## config.mk

```make
export PLATFORM = sky130hd
export DESIGN_NAME = uart_tx_periph
export DESIGN_NICKNAME = d
export VERILOG_FILES = /design/src/rtl/uart_pkg.sv /design/src/rtl/sync_fifo.sv /design/src/rtl/uart_tx_periph.sv
export SDC_FILE = /design/constraint.sdc
export NUM_CORES = 1
export LEC_CHECK = 0
export BUFFER_PORTS_ARGS = -buffer_cell sky130_fd_sc_hd__buf_2
export CORE_ASPECT_RATIO = 1.75
export CORE_MARGIN = 2
export CORE_UTILIZATION = 30
export CTS_BUF_LIST = sky130_fd_sc_hd__clkbuf_2
export CTS_CLUSTER_DIAMETER = 150
export DETAILED_ROUTE_END_ITERATION = 7
export REMOVE_ABC_BUFFERS = 1
export SLEW_MARGIN = 5
export SYNTH_ARGS = -nofsm -noshare
export SYNTH_HDL_FRONTEND = slang
export SYNTH_SLANG_ARGS = --single-unit
```

## constraint.sdc

```tcl
create_clock -name clk -period 2.8 [get_ports clk]
set_input_delay 0.42 -clock clk [delete_from_list [all_inputs] [get_ports clk]]
set_output_delay 0.42 -clock clk [all_outputs]
set_load 0.005 [all_outputs]
```

## src/rtl/uart_pkg.sv

```systemverilog
// Shared definitions for the memory-mapped UART transmitter: FSM encoding,
// register offsets and STATUS bit positions.
package uart_pkg;

  typedef enum logic [2:0] {
    ST_IDLE   = 3'd0,
    ST_START  = 3'd1,
    ST_DATA   = 3'd2,
    ST_PARITY = 3'd3,
    ST_STOP   = 3'd4
  } uart_state_e;

  localparam logic [1:0] OFF_DATA   = 2'd0;
  localparam logic [1:0] OFF_STATUS = 2'd1;

  localparam int STAT_BUSY  = 0;
  localparam int STAT_FULL  = 1;
  localparam int STAT_EMPTY = 2;
  localparam int STAT_OVF   = 3;

  function automatic logic even_parity(input logic [7:0] data);
    return ^data;
  endfunction

endpackage

```

## src/rtl/sync_fifo.sv

```systemverilog
// Small synchronous FIFO with first-word-fall-through output; pushes while
// full and pops while empty are ignored.
module sync_fifo #(
  parameter int WIDTH = 8,
  parameter int DEPTH = 8
) (
  input  logic             clk,
  input  logic             reset,
  input  logic             push,
  input  logic             pop,
  input  logic [WIDTH-1:0] din,
  output logic [WIDTH-1:0] dout,
  output logic             full,
  output logic             empty
);

  localparam int AW = $clog2(DEPTH);
  localparam int CW = AW + 1;

  logic [WIDTH-1:0] mem_r [DEPTH];
  logic [AW-1:0]    wr_ptr_r;
  logic [AW-1:0]    rd_ptr_r;
  logic [CW-1:0]    count_r;
  logic             push_ok_s;
  logic             pop_ok_s;

  assign full  = (count_r == CW'(DEPTH));
  assign empty = (count_r == {CW{1'b0}});
  assign dout  = mem_r[rd_ptr_r];

  always_comb begin
    push_ok_s = push & ~full;
    pop_ok_s  = pop & ~empty;
  end

  // Storage, wrapping pointers and occupancy
  always_ff @(posedge clk) begin
    if (reset) begin
      wr_ptr_r <= {AW{1'b0}};
      rd_ptr_r <= {AW{1'b0}};
      count_r  <= {CW{1'b0}};
      for (int i = 0; i < DEPTH; i++) begin
        mem_r[i] <= {WIDTH{1'b0}};
      end
    end else begin
      if (push_ok_s) begin
        mem_r[wr_ptr_r] <= din;
        wr_ptr_r        <= wr_ptr_r + AW'(1);
      end
      if (pop_ok_s) begin
        rd_ptr_r <= rd_ptr_r + AW'(1);
      end
      case ({push_ok_s, pop_ok_s})
        2'b10:   count_r <= count_r + CW'(1);
        2'b01:   count_r <= count_r - CW'(1);
        default: count_r <= count_r;
      endcase
    end
  end

endmodule

```

## src/rtl/uart_tx_periph.sv

```systemverilog
// Memory-mapped UART transmitter: DATA/STATUS register decode, TX FIFO and a
// baud-timed frame FSM. Define UART_TX_PARITY_EN for an even-parity bit.
module uart_tx_periph
  import uart_pkg::*;
#(
  parameter int CLKS_PER_BIT = 217,
  parameter int FIFO_DEPTH   = 8
) (
  input  logic        clk,
  input  logic        reset,
  input  logic        bus_sel,
  input  logic [3:0]  bus_addr,
  input  logic [31:0] bus_wdata,
  input  logic        bus_wenable,
  output logic [31:0] bus_rdata,
  output logic        tx
);

  localparam int BW = $clog2(CLKS_PER_BIT);

  uart_state_e state_r, state_next_s;
  logic [BW-1:0] baud_cnt_r;
  logic [2:0]    bit_cnt_r, bit_cnt_next_s;
  logic [7:0]    shift_r, shift_next_s;
  logic          tx_r, tx_next_s;
  logic          ovf_r;
  logic          baud_done_s, pop_s, push_req_s, ovf_clr_s;
  logic [7:0]    fifo_dout_s;
  logic          fifo_full_s, fifo_empty_s;
  logic [3:0]    status_s;
  logic          unused_bits_s;
`ifdef UART_TX_PARITY_EN
  logic          parity_r;
`endif

  assign unused_bits_s = &{1'b0, bus_addr[1:0], bus_wdata[31:8]};
  assign tx = tx_r;

  always_comb begin
    push_req_s  = bus_sel & bus_wenable & (bus_addr[3:2] == OFF_DATA);
    ovf_clr_s   = bus_sel & bus_wenable & (bus_addr[3:2] == OFF_STATUS) & bus_wdata[STAT_OVF];
    baud_done_s = (baud_cnt_r == BW'(CLKS_PER_BIT - 1));
  end

  sync_fifo #(.WIDTH(8), .DEPTH(FIFO_DEPTH)) u_fifo (
    .clk   (clk),
    .reset (reset),
    .push  (push_req_s),
    .pop   (pop_s),
    .din   (bus_wdata[7:0]),
    .dout  (fifo_dout_s),
    .full  (fifo_full_s),
    .empty (fifo_empty_s)
  );

  // Next-state, pop and shift/bit-counter updates
  always_comb begin
    state_next_s   = state_r;
    pop_s          = 1'b0;
    shift_next_s   = shift_r;
    bit_cnt_next_s = bit_cnt_r;
    case (state_r)
      ST_IDLE: begin
        if (!fifo_empty_s) begin
          pop_s        = 1'b1;
          shift_next_s = fifo_dout_s;
          state_next_s = ST_START;
        end else begin
          state_next_s = ST_IDLE;
        end
      end
      ST_START: begin
        if (baud_done_s) begin
          state_next_s = ST_DATA;
        end else begin
          state_next_s = ST_START;
        end
      end
      ST_DATA: begin
        if (baud_done_s) begin
          shift_next_s   = shift_r >> 1;
          bit_cnt_next_s = bit_cnt_r + 3'd1;
          if (bit_cnt_r == 3'd7) begin
`ifdef UART_TX_PARITY_EN
            state_next_s = ST_PARITY;
`else
            state_next_s = ST_STOP;
`endif
          end else begin
            state_next_s = ST_DATA;
          end
        end else begin
          state_next_s = ST_DATA;
        end
      end
`ifdef UART_TX_PARITY_EN
      ST_PARITY: begin
        if (baud_done_s) begin
          state_next_s = ST_STOP;
        end else begin
          state_next_s = ST_PARITY;
        end
      end
`endif
      ST_STOP: begin
        // A queued byte starts the next frame with no idle gap
        if (baud_done_s && !fifo_empty_s) begin
          pop_s        = 1'b1;
          shift_next_s = fifo_dout_s;
          state_next_s = ST_START;
        end else if (baud_done_s) begin
          state_next_s = ST_IDLE;
        end else begin
          state_next_s = ST_STOP;
        end
      end
      default: state_next_s = ST_IDLE;
    endcase
  end

  // Line level for the upcoming state, registered so tx never glitches
  always_comb begin
    tx_next_s = 1'b1;
    case (state_next_s)
      ST_IDLE:   tx_next_s = 1'b1;
      ST_START:  tx_next_s = 1'b0;
      ST_DATA:   tx_next_s = shift_next_s[0];
`ifdef UART_TX_PARITY_EN
      ST_PARITY: tx_next_s = parity_r;
`endif
      ST_STOP:   tx_next_s = 1'b1;
      default:   tx_next_s = 1'b1;
    endcase
  end

  // FSM state, baud timing, shift register and tx
  always_ff @(posedge clk) begin
    if (reset) begin
      state_r    <= ST_IDLE;
      baud_cnt_r <= {BW{1'b0}};
      bit_cnt_r  <= 3'd0;
      shift_r    <= 8'd0;
      tx_r       <= 1'b1;
    end else begin
      state_r    <= state_next_s;
      baud_cnt_r <= (state_r == ST_IDLE || baud_done_s) ? {BW{1'b0}} : baud_cnt_r + BW'(1);
      bit_cnt_r  <= bit_cnt_next_s;
      shift_r    <= shift_next_s;
      tx_r       <= tx_next_s;
    end
  end

`ifdef UART_TX_PARITY_EN
  // Parity is latched with the byte because the shift register consumes it
  always_ff @(posedge clk) begin
    if (reset) begin
      parity_r <= 1'b0;
    end else if (pop_s) begin
      parity_r <= even_parity(fifo_dout_s);
    end else begin
      parity_r <= parity_r;
    end
  end
`endif

  // Sticky overflow; a dropped push wins over a same-cycle clear
  always_ff @(posedge clk) begin
    if (reset) begin
      ovf_r <= 1'b0;
    end else if (push_req_s && fifo_full_s) begin
      ovf_r <= 1'b1;
    end else if (ovf_clr_s) begin
      ovf_r <= 1'b0;
    end else begin
      ovf_r <= ovf_r;
    end
  end

  // Combinational read mux, free of side effects
  always_comb begin
    status_s = 4'd0;
    status_s[STAT_BUSY]  = (state_r != ST_IDLE);
    status_s[STAT_FULL]  = fifo_full_s;
    status_s[STAT_EMPTY] = fifo_empty_s;
    status_s[STAT_OVF]   = ovf_r;
    bus_rdata = 32'd0;
    if (bus_sel) begin
      case (bus_addr[3:2])
        OFF_STATUS: bus_rdata = {28'd0, status_s};
        default:    bus_rdata = 32'd0;
      endcase
    end else begin
      bus_rdata = 32'd0;
    end
  end

endmodule

```

# Word-level counts from Yosys, hierarchy flattened
# Memory sizes are Yosys's and may differ from the RTL's. A register that Yosys moved wholly into a read port is not among the register bits.
# Index checks and enable logic that the tools add are counted.
dict set report totals {
  in_bits 40
  register_bits 34
  wordCells 84
  mem_bits_rw 64
  memories 1
}
dict set report classes {
  reduce_logical 15
  n_addsub 6
  bitwise 8
  n_eq_ne 14
  n_mux 30
}
# memory words width rd rd_clocked_by_memory_dff wr line_no
set mem_list {}
lappend mem_list {u_fifo.mem_r 8 8 1 1 8 sync_fifo.sv:20} ;# logic [WIDTH-1:0] mem_r [DEPTH];
# cell count
set ops {}
lappend ops {{2-to-1 mux 8 bit} 4}
lappend ops {{case mux 8 bit (3 select lines)} 1}
lappend ops {{2-to-1 mux 3 bit} 7}
lappend ops {{case mux 3 bit (4 select lines)} 1}
lappend ops {{2-to-1 mux 1 bit} 11}
lappend ops {{adder 3 x 1 -> 3 bit (second input constant)} 3}
lappend ops {{adder 8 x 1 -> 8 bit (second input constant)} 1}
lappend ops {{== test 8 bit (second input constant)} 1}
lappend ops {{2-to-1 mux 4 bit} 2}
lappend ops {{case mux 4 bit (2 select lines)} 1}
lappend ops {{OR reduction 8 bit} 1}
lappend ops {{bitwise AND 1 bit} 6}
lappend ops {{== test 3 x 1 -> 1 bit (second input constant)} 2}
lappend ops {{== test 3 x 2 -> 1 bit (second input constant)} 2}
lappend ops {{== test 3 bit (second input constant)} 2}
lappend ops {{!= test 2 bit (second input constant)} 3}
lappend ops {{nonzero test 3 bit} 2}
lappend ops {{adder 4 x 1 -> 4 bit (second input constant)} 1}
lappend ops {{== test 2 x 1 -> 1 bit (second input constant)} 2}
lappend ops {{== test 4 bit (second input constant)} 1}
lappend ops {{zero test 4 bit} 1}
lappend ops {{case mux 1 bit (2 select lines)} 2}
lappend ops {{AND reduction 4 bit} 1}
lappend ops {{nonzero test 2 bit} 2}
lappend ops {{11 further kinds} 13}

# Logic depth before layout (Yosys ltp)
dict set report depth {
  word_depth 8
  mapped_depth 13
  ltp_nobuf 12
}

# Cells and area by module
# From an unflattened synthesis, not the netlist that was laid out.
dict set report hier_totals {
  hier_cells 404
  area_unflattened_um2 4849.7
}
# module cells_each area_per_inst_um2 seq_area_each_um2 instances
set modules_own_cells {}
lappend modules_own_cells {sync_fifo 257 3478.3 2182.1 1}
lappend modules_own_cells {uart_tx_periph 147 1371.3 480.5 1}

# Least setup slack after synthesis
# Ideal clock, no wire load.
dict set report synth_path {
  kind {flip-flop to flip-flop}
  start {reg baud_cnt_r[0]}
  end {reg u_fifo.count_r[2]}
  setup_ps 70
  path_slack_ps 277
  n_path_buf 1
  stages_incl_launch_ff 14
  arrival_ps 2453
  synth_period_minus_slack_ps 2523
  required_time_ps 2730
  path_cell_list {dfxtp_1 -> inv_1 -> ha_1 -> nand3b_1 -> o21ai_1 -> and2_1 -> buf_4 -> ha_1 -> xor2_1 -> ha_1 -> a21oi_1 -> xor2_1 -> or3_1 -> a21oi_1}
}
dict set report synth_via {
  elab_chain_cells 7
}
# element line_no
set synth_rtl {}
lappend synth_rtl {{from (decl)} uart_tx_periph.sv:22} ;# logic [BW-1:0] baud_cnt_r;
lappend synth_rtl {{from (signal assigned)} uart_tx_periph.sv:140} ;# baud_cnt_r <= {BW{1'b0}};
lappend synth_rtl {{from (signal assigned)} uart_tx_periph.sv:146} ;# baud_cnt_r <= (state_r == ST_IDLE || baud_done_s) ? {BW{1'b0}} : baud_cnt_r + BW'(1);
lappend synth_rtl {{== test 8 bit *} uart_tx_periph.sv:42} ;# baud_done_s = (baud_cnt_r == BW'(CLKS_PER_BIT - 1));
lappend synth_rtl {{logical AND 1 bit *} uart_tx_periph.sv:107} ;# if (baud_done_s && !fifo_empty_s) begin
lappend synth_rtl {{2-to-1 mux 1 bit *} uart_tx_periph.sv:107}
lappend synth_rtl {{case mux 1 bit (2 select lines) *} uart_tx_periph.sv:62} ;# case (state_r)
lappend synth_rtl {{bitwise AND 1 bit *} sync_fifo.sv:33} ;# pop_ok_s = pop & ~empty;
lappend synth_rtl {{== test 2 x 1 -> 1 bit or == test 2 bit (tied branches)} sync_fifo.sv:53} ;# case ({push_ok_s, pop_ok_s})
lappend synth_rtl {{case mux 4 bit (2 select lines) or nonzero test 2 bit (tied branches)} -}
lappend synth_rtl {{to (signal assigned)} sync_fifo.sv:54} ;# 2'b10: count_r <= count_r + CW'(1);
lappend synth_rtl {{to (signal assigned)} sync_fifo.sv:55} ;# 2'b01: count_r <= count_r - CW'(1);
lappend synth_rtl {{to (signal assigned)} sync_fifo.sv:56} ;# default: count_r <= count_r;
lappend synth_rtl {{to (decl)} sync_fifo.sv:23} ;# logic [CW-1:0] count_r;
# Mark *: on every way between the ends. The rest lies on a longest branch, timed or not.
# A chain may end at the register's enable or synchronous reset.

# Final worst setup path
dict set report layout_path {
  start {reg u_fifo.count_r[1]}
  end {reg u_fifo.count_r[2]}
}
dict set report layout_via {
  elab_chain_cells 8
}
# element line_no
set layout_rtl {}
lappend layout_rtl {{from (signal assigned)} sync_fifo.sv:41} ;# count_r <= {CW{1'b0}};
lappend layout_rtl {{from (signal assigned)} sync_fifo.sv:54}
lappend layout_rtl {{from (signal assigned)} sync_fifo.sv:55}
lappend layout_rtl {{zero test 4 bit} sync_fifo.sv:28} ;# assign empty = (count_r == {CW{1'b0}});
lappend layout_rtl {{zero test 1 bit} uart_tx_periph.sv:107}
lappend layout_rtl {{logical AND 1 bit} uart_tx_periph.sv:107}
lappend layout_rtl {{2-to-1 mux 1 bit} uart_tx_periph.sv:107}
lappend layout_rtl {{case mux 1 bit (2 select lines)} uart_tx_periph.sv:62}
lappend layout_rtl {{bitwise AND 1 bit} sync_fifo.sv:33}
lappend layout_rtl {{== test 2 x 1 -> 1 bit or == test 2 bit (tied branches)} sync_fifo.sv:53}
lappend layout_rtl {{case mux 4 bit (2 select lines) or nonzero test 2 bit (tied branches)} -}
# Several ways; a longest one is shown, not always the timed one.

==> impl_results.md <==
- F_max: 0.389 GHz
- Finished Layout Cells: 622
- Tot GR Track Use: 11.6%
- CTS tree: done
- Maximum clock path buffer count: 2
- Routed Antenna Nets: 0
- Highest-count cells in the layout ignoring fill and taps: edfxtp_1 (64), and2_1 (57), dfxtp_1 (37)
- Crit-path max FO: 9
- Largest net degree at the start of global routing: 37
- DRC Markers: 0
- PwrDens: 658 nW/µm²
- Uppermost layer routed: met4
- Clock skew: 0.0383 ns
- Top FF cell, synth: edfxtp_1
- Detailed placement HPWL: 7300 µm
- Mapped Cells: 398
- Layout cells sized above 1: 20.6%
- Post-Syn Area: 4900 µm²
- Core Rows: 61
- CTS Buf Count: 9
- Worst slew pin tran: 0.574 ns
- Fraction of registers with async set/reset: 0%
- Core area: 16,000 µm²
- First-pass GRT wire length: 15,300 µm
- Crit path launch type: flop
- Placed Cells: 605
- Final setup violation count: 0
- H-tree level count: 3
- Yosys Warn Count: 0
- Fill cells: 1,579
- Wire length on met1: 3290 µm
- Post-synth EDFFs: 64
- Final GP Congestion: 0.778
- RSZ-0062 raised after global routing: no
- Met2 wire len: 5890 µm
- Top cells by area, synth: edfxtp_1 (39%), dfxtp_1 (15%), and2_1 (7.3%), buf_4 (4.8%), mux4_2 (4.6%)
- Syn avg cell area: 12.3 µm²
- DR WL/cell: 15.6 µm
- Final min period: 2.57 ns
- Crit path arrival time: 3.13 ns
- PortBufs: 18
- Cts hold-fix bufs: 0
- Max-slew headroom: 61.6%
- Leak: 1.99 nW
- Commonest non-fill, non-tap cell in the layout: edfxtp_1
- Final worst path period share: 91.8%
- Final Max Slew Viols: 0
- Die height: 173 µm
- Worst VDD drop: 0.204 mV
- CP required: 3.36 ns
- Starting Density: 30.7%
- DRT iter0 DRCs: 111
- Root Driver: clkbuf_2
- Final WL: 9680 µm
- Clk_lat worst skew: 0.60 ns
- DR vias: 2,919
- Sequential fraction of the synthesis area: 54.4%
- Final nets: 476
- Vias in the first global route: 2,957
- Final hold vios: 0
- Die width: 101 µm
- Clk sinks: 101
- Area of the multi-input gates: 2040 µm²
- Crit path capture type: flop
- WL met3: 275 µm
- Clock transition at path regs: 0.30 ns
- Worst min path class: input pin to flop
- Setup TNS: 0 ns
- Layout Area Growth over Synthesis: 8.07%
- Critical path class: flop to flop
- DRT Pass-1 Iters: 4
- Routed vias/inst: 4.69
- Post-CTS Resized: 0
- Netlist cell types: 51
- Dominant cell type by area after synthesis: edfxtp_1
- Initial antenna violation count: 1
- FF/Latch Area: 2660 µm²
- Global route overflow: 0
- Outcome: finished, final reports clean
- Post-CTS Setup Inserts: 0
- Number of max-cap violations: 0
- FF+latch count, synth: 101
- Ports: 73
- DIE AREA: 17,400 µm²
- Post-synth top area share: 39.2%
final timing paths:
check	startpoint	endpoint	slack, ns	cells past startpoint
min reg2reg	shift_r[2]$_SDFFE_PP0P_	shift_r[2]$_SDFFE_PP0P_	0.48	2
min	bus_addr[2]	ovf_r$_SDFFE_PP0P_	0.09	3
max	u_fifo.count_r[1]$_SDFFE_PP0P_	u_fifo.count_r[2]$_SDFFE_PP0P_	0.23	10
max reg2reg	u_fifo.count_r[1]$_SDFFE_PP0P_	u_fifo.count_r[2]$_SDFFE_PP0P_	0.23	10
worst max-delay path: stages, from the launching register on:
cell     delay (ns)
dfxtp_1        0.46
nor4_2         0.47
nor3_2         0.13
and2_1         0.20
ha_1           0.24
xor2_1         0.16
ha_1           0.19
a21oi_1        0.14
xor2_1         0.09
or3_1          0.31
a21oi_1        0.14
cell type report:
class | instances | share of cell area (%)
Antenna cell | 1 | 0.0473
Clock buffer | 9 | 0.851
Clock inverter | 7 | 1.51
Inverter | 7 | 0.496
Multi-Input combinational cell | 275 | 38.5
Sequential cell | 101 | 50.3
Tap cell | 189 | 4.47
Timing Repair Buffer | 33 | 3.83
metrics by stage:
| step | total power, mW | area (µm²) | hold WS [ns] | util, % | setup WS, ns |
|---|---|---|---|---|---|
| 2_1_floorplan | 2.49 | 4720 | 0.430 | - | 0.176 |
| 3_3_place_gp | 2.72 | 5150 | 0.441 | 32.3 | 0.117 |
| 3_5_place_dp | 2.75 | 5150 | 0.452 | 32.3 | 0.0863 |
| 4_1_cts | 3.49 | 5280 | 0.0538 | 33.1 | 0.0434 |
| 5_1_grt | 3.67 | 5290 | 0.0611 | 33.2 | 0.0363 |
| 6_report | 3.48 | 5290 | 0.0866 | 33.2 | 0.231 |
cells in the mapped netlist, types with 7 or more instances:
cell and n:
buf_4 31, dfxtp_1 37, mux4_2 10, nand2_1 15
nor2_1 35, xnor2_1 7, clkbuf_1 7, nor3_1 10
edfxtp_1 64, a21oi_1 13, xor2_1 8, and2_1 57
a22oi_1 7, ha_1 9, or2_2 8, mux2_2 8
state kept, by name (all words and copies together), names as in the netlist, named ones only:
signal           cells
shift_r              8
baud_cnt_r           8
ovf_r                1
state_r              3
u_fifo.wr_ptr_r      3
u_fifo.count_r       4
u_fifo.mem_r        64
u_fifo.rd_ptr_r      3
bit_cnt_r            3
tx                   1
logic make-up (layout without fill, tap and decap cells):
group | after synthesis | count (layout) | share of synthesized area, %
mux | 28 | 28 | 10.5
xor+xnor | 15 | 15 | 2.68
fa+ha+maj | 9 | 9 | 2.30
simple gates | 160 | 160 | 18.7
other cells | 1 | 29 | 0.0766
flops | 101 | 101 | 54.4
buf+inv | 49 | 56 | 6.33
compound gates | 35 | 35 | 5.11
power by group:
| part | switching (mW) | total, mW | internal, mW |
|---|---|---|---|
| combinational | 0.488 | 0.905 | 0.417 |
| clock | 0.530 | 0.750 | 0.220 |
| sequential | 0.120 | 1.83 | 1.71 |
routing by layer:
metal,track usage (%),vias to the layer above
met5,0,-
met4,5.48,0
met3,2.51,14
met2,22.8,51
met1,10.7,1417
li1,-,1437
(Power assumes the default switching activity.)
